### src/rtl/pipe_pkg.sv
// Shared definitions for valid/ready pipeline stage registers.
// Holds the stage state encoding and the occupancy values it maps to.
package pipe_pkg;

    typedef enum logic [1:0] {
        EMPTY = 2'd0,
        ONE   = 2'd1,
        FULL  = 2'd2
    } pipe_state_t;

    localparam logic [1:0] OCC_EMPTY = 2'd0;
    localparam logic [1:0] OCC_ONE   = 2'd1;
    localparam logic [1:0] OCC_FULL  = 2'd2;

    function automatic logic [1:0] occ_of(pipe_state_t s);
        case (s)
            ONE:     return OCC_ONE;
            FULL:    return OCC_FULL;
            default: return OCC_EMPTY;
        endcase
    endfunction

endpackage

### src/rtl/pipe_slot.sv
// One payload register (control + data group) with load and independent clears.
// Clears take priority over load so a flush always wins over a same-cycle move.
module pipe_slot
    import pipe_pkg::*;
#(
    parameter int CTRL_W = 24,
    parameter int DATA_W = 400
) (
    input  logic              clk,
    input  logic              rst,
    input  logic              load_i,
    input  logic              clear_ctrl_i,
    input  logic              clear_data_i,
    input  logic [CTRL_W-1:0] ctrl_i,
    input  logic [DATA_W-1:0] data_i,
    output logic [CTRL_W-1:0] ctrl_o,
    output logic [DATA_W-1:0] data_o
);

    logic [CTRL_W-1:0] ctrl_q;
    logic [DATA_W-1:0] data_q;

    // NOTE: the payload is reset too (not just the valid state) because the
    // data group is observable on out_data even while out_valid is low.
    always_ff @(posedge clk or posedge rst) begin
        if (rst) begin
            ctrl_q <= '0;
            data_q <= '0;
        end else begin
            // NOTE: non-blocking assignments for every flop so all registers
            // sample their pre-edge inputs regardless of statement order.
            if (clear_ctrl_i) begin
                ctrl_q <= '0;
            end else if (load_i) begin
                ctrl_q <= ctrl_i;
            end

            if (clear_data_i) begin
                data_q <= '0;
            end else if (load_i) begin
                data_q <= data_i;
            end
        end
    end

    assign ctrl_o = ctrl_q;
    assign data_o = data_q;

endmodule

### src/rtl/pipe_skid_stage.sv
// Pipeline stage register with valid/ready handshake and a two-entry skid buffer.
// in_ready depends on registered state only, so backpressure never chains combinationally.
module pipe_skid_stage
    import pipe_pkg::*;
#(
    parameter int CTRL_W     = 24,
    parameter int DATA_W     = 400,
    parameter bit CLEAR_DATA = 1'b0
) (
    input  logic              clk,
    input  logic              rst,
    input  logic              flush,
    input  logic              in_valid,
    output logic              in_ready,
    input  logic [CTRL_W-1:0] in_ctrl,
    input  logic [DATA_W-1:0] in_data,
    output logic              out_valid,
    input  logic              out_ready,
    output logic [CTRL_W-1:0] out_ctrl,
    output logic [DATA_W-1:0] out_data,
    output logic [1:0]        occupancy
);

    pipe_state_t state_q, state_d;

    logic in_fire, out_fire;
    logic main_load, main_from_skid, main_clr;
    logic skid_load, skid_clr;

    logic [CTRL_W-1:0] skid_ctrl, main_ctrl_in;
    logic [DATA_W-1:0] skid_data, main_data_in;

    assign in_ready  = (state_q != FULL);
    assign out_valid = (state_q != EMPTY);
    assign occupancy = occ_of(state_q);

    assign in_fire  = in_valid & in_ready;
    assign out_fire = out_valid & out_ready;

    always_ff @(posedge clk or posedge rst) begin
        if (rst) begin
            state_q <= EMPTY;
        end else begin
            state_q <= state_d;
        end
    end

    // NOTE: every signal gets a default before the case so no path leaves
    // one unassigned, which would otherwise infer a latch.
    always_comb begin
        state_d        = state_q;
        main_load      = 1'b0;
        main_from_skid = 1'b0;
        main_clr       = 1'b0;
        skid_load      = 1'b0;
        skid_clr       = 1'b0;

        case (state_q)
            EMPTY: begin
                if (in_fire) begin
                    main_load = 1'b1;
                    state_d   = ONE;
                end
            end
            ONE: begin
                if (in_fire && out_fire) begin
                    main_load = 1'b1;
                end else if (in_fire) begin
                    skid_load = 1'b1;
                    state_d   = FULL;
                end else if (out_fire) begin
                    // Main goes idle: clear ctrl so the bubble shows no writes.
                    main_clr = 1'b1;
                    state_d  = EMPTY;
                end
            end
            FULL: begin
                if (out_fire) begin
                    main_load      = 1'b1;
                    main_from_skid = 1'b1;
                    skid_clr       = 1'b1;
                    state_d        = ONE;
                end
            end
            default: begin
                state_d = EMPTY;
            end
        endcase

        // Flush kills both slots and any same-cycle input; downstream still
        // consumed whatever it fired on.
        if (flush) begin
            state_d        = EMPTY;
            main_load      = 1'b0;
            main_from_skid = 1'b0;
            skid_load      = 1'b0;
            main_clr       = 1'b1;
            skid_clr       = 1'b1;
        end
    end

    assign main_ctrl_in = main_from_skid ? skid_ctrl : in_ctrl;
    assign main_data_in = main_from_skid ? skid_data : in_data;

    pipe_slot #(
        .CTRL_W (CTRL_W),
        .DATA_W (DATA_W)
    ) u_main (
        .clk          (clk),
        .rst          (rst),
        .load_i       (main_load),
        .clear_ctrl_i (main_clr),
        .clear_data_i (CLEAR_DATA & main_clr),
        .ctrl_i       (main_ctrl_in),
        .data_i       (main_data_in),
        .ctrl_o       (out_ctrl),
        .data_o       (out_data)
    );

    pipe_slot #(
        .CTRL_W (CTRL_W),
        .DATA_W (DATA_W)
    ) u_skid (
        .clk          (clk),
        .rst          (rst),
        .load_i       (skid_load),
        .clear_ctrl_i (skid_clr),
        .clear_data_i (CLEAR_DATA & skid_clr),
        .ctrl_i       (in_ctrl),
        .data_i       (in_data),
        .ctrl_o       (skid_ctrl),
        .data_o       (skid_data)
    );

endmodule

### config.mk
export PLATFORM = sky130hd
export DESIGN_NAME = pipe_skid_stage
export DESIGN_NICKNAME = d
export VERILOG_FILES = /design/src/rtl/pipe_pkg.sv /design/src/rtl/pipe_slot.sv /design/src/rtl/pipe_skid_stage.sv
export SDC_FILE = /design/constraint.sdc
export NUM_CORES = 2
export LEC_CHECK = 0
export ABC_AREA = 1
export BUFFER_PORTS_ARGS = -buffer_cell sky130_fd_sc_hd__buf_4
export CAP_MARGIN = 20
export CORE_UTILIZATION = 25
export DETAILED_ROUTE_END_ITERATION = 10
export PLACE_DENSITY = 0.41
export SKIP_CTS_REPAIR_TIMING = 1
export SLEW_MARGIN = 5
export SYNTH_ARGS = -nofsm -noshare
export SYNTH_HDL_FRONTEND = slang
export SYNTH_SLANG_ARGS = --single-unit
### constraint.sdc
create_clock -name clk -period 80.7 [get_ports clk]
set_input_delay 16.14 -clock clk [delete_from_list [all_inputs] [get_ports clk]]
set_output_delay 16.14 -clock clk [all_outputs]
set_load 0.1 [all_outputs]
==> metrics.txt <==
maximum clock insertion buffer count=3; area of the core=between 0.15 and 0.2 sq mm; Final Routed Wirelength=roughly 160 mm; dpl hpwl=slightly below 100 mm; vias in the first global route=approximately 35,000; Top FF cell, synth=dfrtp_1; Peak supply drop=0.01901 mV; CP startpoint=flush; Placed Area=about 0.046 sq mm; CP endpoint kind=flop; Die Span Y=394.9 um; Tmin final=20.21 ns; RSZ-0062 raised after global routing=no; Fin Setup TNS=0 ns; reg2reg path depth=11; Critical Path RT=around 81 ns; Skew-Pair Late Insertion Delay=about 0.73 ns; most common cell in the synthesized netlist=nand2_1; FMAX=roughly 49 MHz; GRT Util Overall=19.95%; largest net degree at the start of global routing=164; R2R Path Start=state_q[0]; CP Launch Type=input port; synth unique cells=14; antenna violations before repair=29; syn avg cell area=approximately 7.6 sq um; DR pass1 iterations=6; Slew Limit Headroom=26.25%; worst-path maximum fanout=just under 100; Rows=143; Port-buffer cells=~860; TritonCTS clock tree=yes; synthesized area=around 0.039 sq mm; Post-synth EDFFs=0; Finished Cell Area=roughly 0.05 sq mm; CTS Buf Count=107; share of the synthesized area in the top cell type=between 50% and 60%; crit path to=u_main.data_o[273]; worst reg2reg setup slack=75.31 ns; Nets=between 6,000 and 7,000; via count=~36,000; asr flop ratio synth=between 90% and 100%; die width=~390 um; syn_nets=approximately 5,500; leakage power=roughly 28 nW; placer congestion estimate=slightly below 0.8; number of I/O pins=857; Setup Skew=about 0.041 ns; final cell count without fillers=7,851; first-pass GRT wire length=between 200 and 250 mm; Yosys warnings=0; flops & latches, synth=850; Max Slew Vio Count=0; clock net sink count=850; H-tree depth=3; PwrDens=about 35 mW/mm^2; worst r2r dst=u_main.data_o[273]; dpl cells=approximately 7,600; Final period util=roughly 25%; synth-to-layout area growth=29.72%; Vias/cell=between 4 and 5; dominant cell type by area after synthesis=dfrtp_1; Avg WL per Cell=~20 um; Seq/Total Area, Yosys=between 50% and 60%; Setup Viol. Count Final=0; Worst Hold Slack=0.4741 ns; Slew @ Worst Pin=1.106 ns; max_cap viols=0; Post-DRT Antenna Nets=0; Starting DRT DRC Count=about 2,300; Pwr Total=about 1.8 mW; Worst EP arrival=20.86 ns; Starting Density=approximately a quarter; total die area=around 0.16 sq mm; status=completed; total grt overflow=0; share of cells above drive strength 1=about a fifth; Clk pin slew, worst setup/hold paths=0.05 ns; number of remaining DRC errors=0; Synth Instances=~5,100; most frequent cells after synthesis=nand2_1 (3,358), dfrtp_1 (850), nand4_1 (426), buf_2 (232), clkbuf_1 (133); Hold Path Class=flop to flop; final hold violations=0; CTS Root Cell=clkbuf_16; synth top area cells=dfrtp_1 (55%), nand2_1 (33%), nand4_1 (6.9%), buf_2 (3.0%), clkbuf_1 (1.3%); WS Path Type=input port to flop
## layout make-up
| type | count | area (sq um) |
|---|---|---|
| clock inverter | 25 | 294.0 |
| inverter | 10 | 67.56 |
| tap | 2030 | 2540 |
| sequential | 850 | 21270 |
| multi-input combinational | 3843 | 15600 |
| fill | 16300 | 102600 |
| clock buffer | 173 | 3349 |
| antenna | 12 | 30.03 |
| timing repair buffer | 908 | 6919 |
## metrics by stage
| stage | setup WS (ns) | utilization (%) |
|---|---|---|
| after floorplan | 40.68 | - |
| after global placement | 59.65 | 30.38 |
| after detailed placement | 59.62 | 30.40 |
| after CTS | 60.40 | 32.79 |
| after global routing | 60.09 | 32.80 |
| final | 60.49 | 32.81 |
## flip-flops by register name, indices dropped and copies added, names as in the netlist
signal / flops
u_main.ctrl_o: 24
u_main.data_o: 400
state_q: 2
u_skid.data_o: 400
u_skid.ctrl_o: 24
## worst max-delay path, stage by stage
cell and delay (ns):
buf_4 0.15, inv_8 0.42, nand2_1 0.11, nand2_1 0.13, nand2_4 0.40, inv_8 0.68
buf_4 0.77, buf_4 0.73, buf_4 0.78, nand2_1 0.14, nand2_1 0.09
## worst min path at each step
stage	from	to	slack, ns	cells past startpoint
finish	u_skid.data_o[126]	u_skid.data_o[126]	0.47	2
global route	u_skid.data_o[80]	u_skid.data_o[80]	0.49	2
CTS	u_skid.data_o[126]	u_skid.data_o[126]	0.48	2
detailed placement	u_skid.data_o[169]	u_skid.data_o[169]	0.46	2
global placement	u_skid.data_o[82]	u_skid.data_o[82]	0.46	2
floorplan	u_skid.data_o[0]	u_skid.data_o[0]	0.45	2
## where the power goes
part / total (mW) / internal [mW] / switching (mW)
registers: 0.627 / 0.548 / 0.0788
clock network: 0.494 / 0.293 / 0.201
logic: 0.639 / 0.134 / 0.505
total: 1.76 / 0.975 / 0.785
## layer usage
layer  up-vias  track usage, %  share of wire (%)
met5         -               0               0.14
met4        30           5.613                2.5
met3       221           5.915                7.3
met2       983           31.74                 47
met1     17490           26.12                 43
li1      17260               -                  -
## cells by family after synthesis
kind of cell | Yosys count | synth area share [%]
compound gates | 2 | 0.02591
buf+inv | 388 | 4.574
flops | 850 | 55.11
simple gates | 3841 | 40.29
## cell usage in the layout (no fill, tap or decap), drive strengths merged
master  netlist  final
nand4       426    426
bufinv        0      3
a21oi         1      1
buf         245    908
inv          10     11
nand3        52     52
clkbuf      133    173
o21ai         1      1
diode         0     12
clkinv        0     21
nor2          5      5
dfrtp       850    850
nand2      3358   3358
Power figures use the tool's default switching activity.
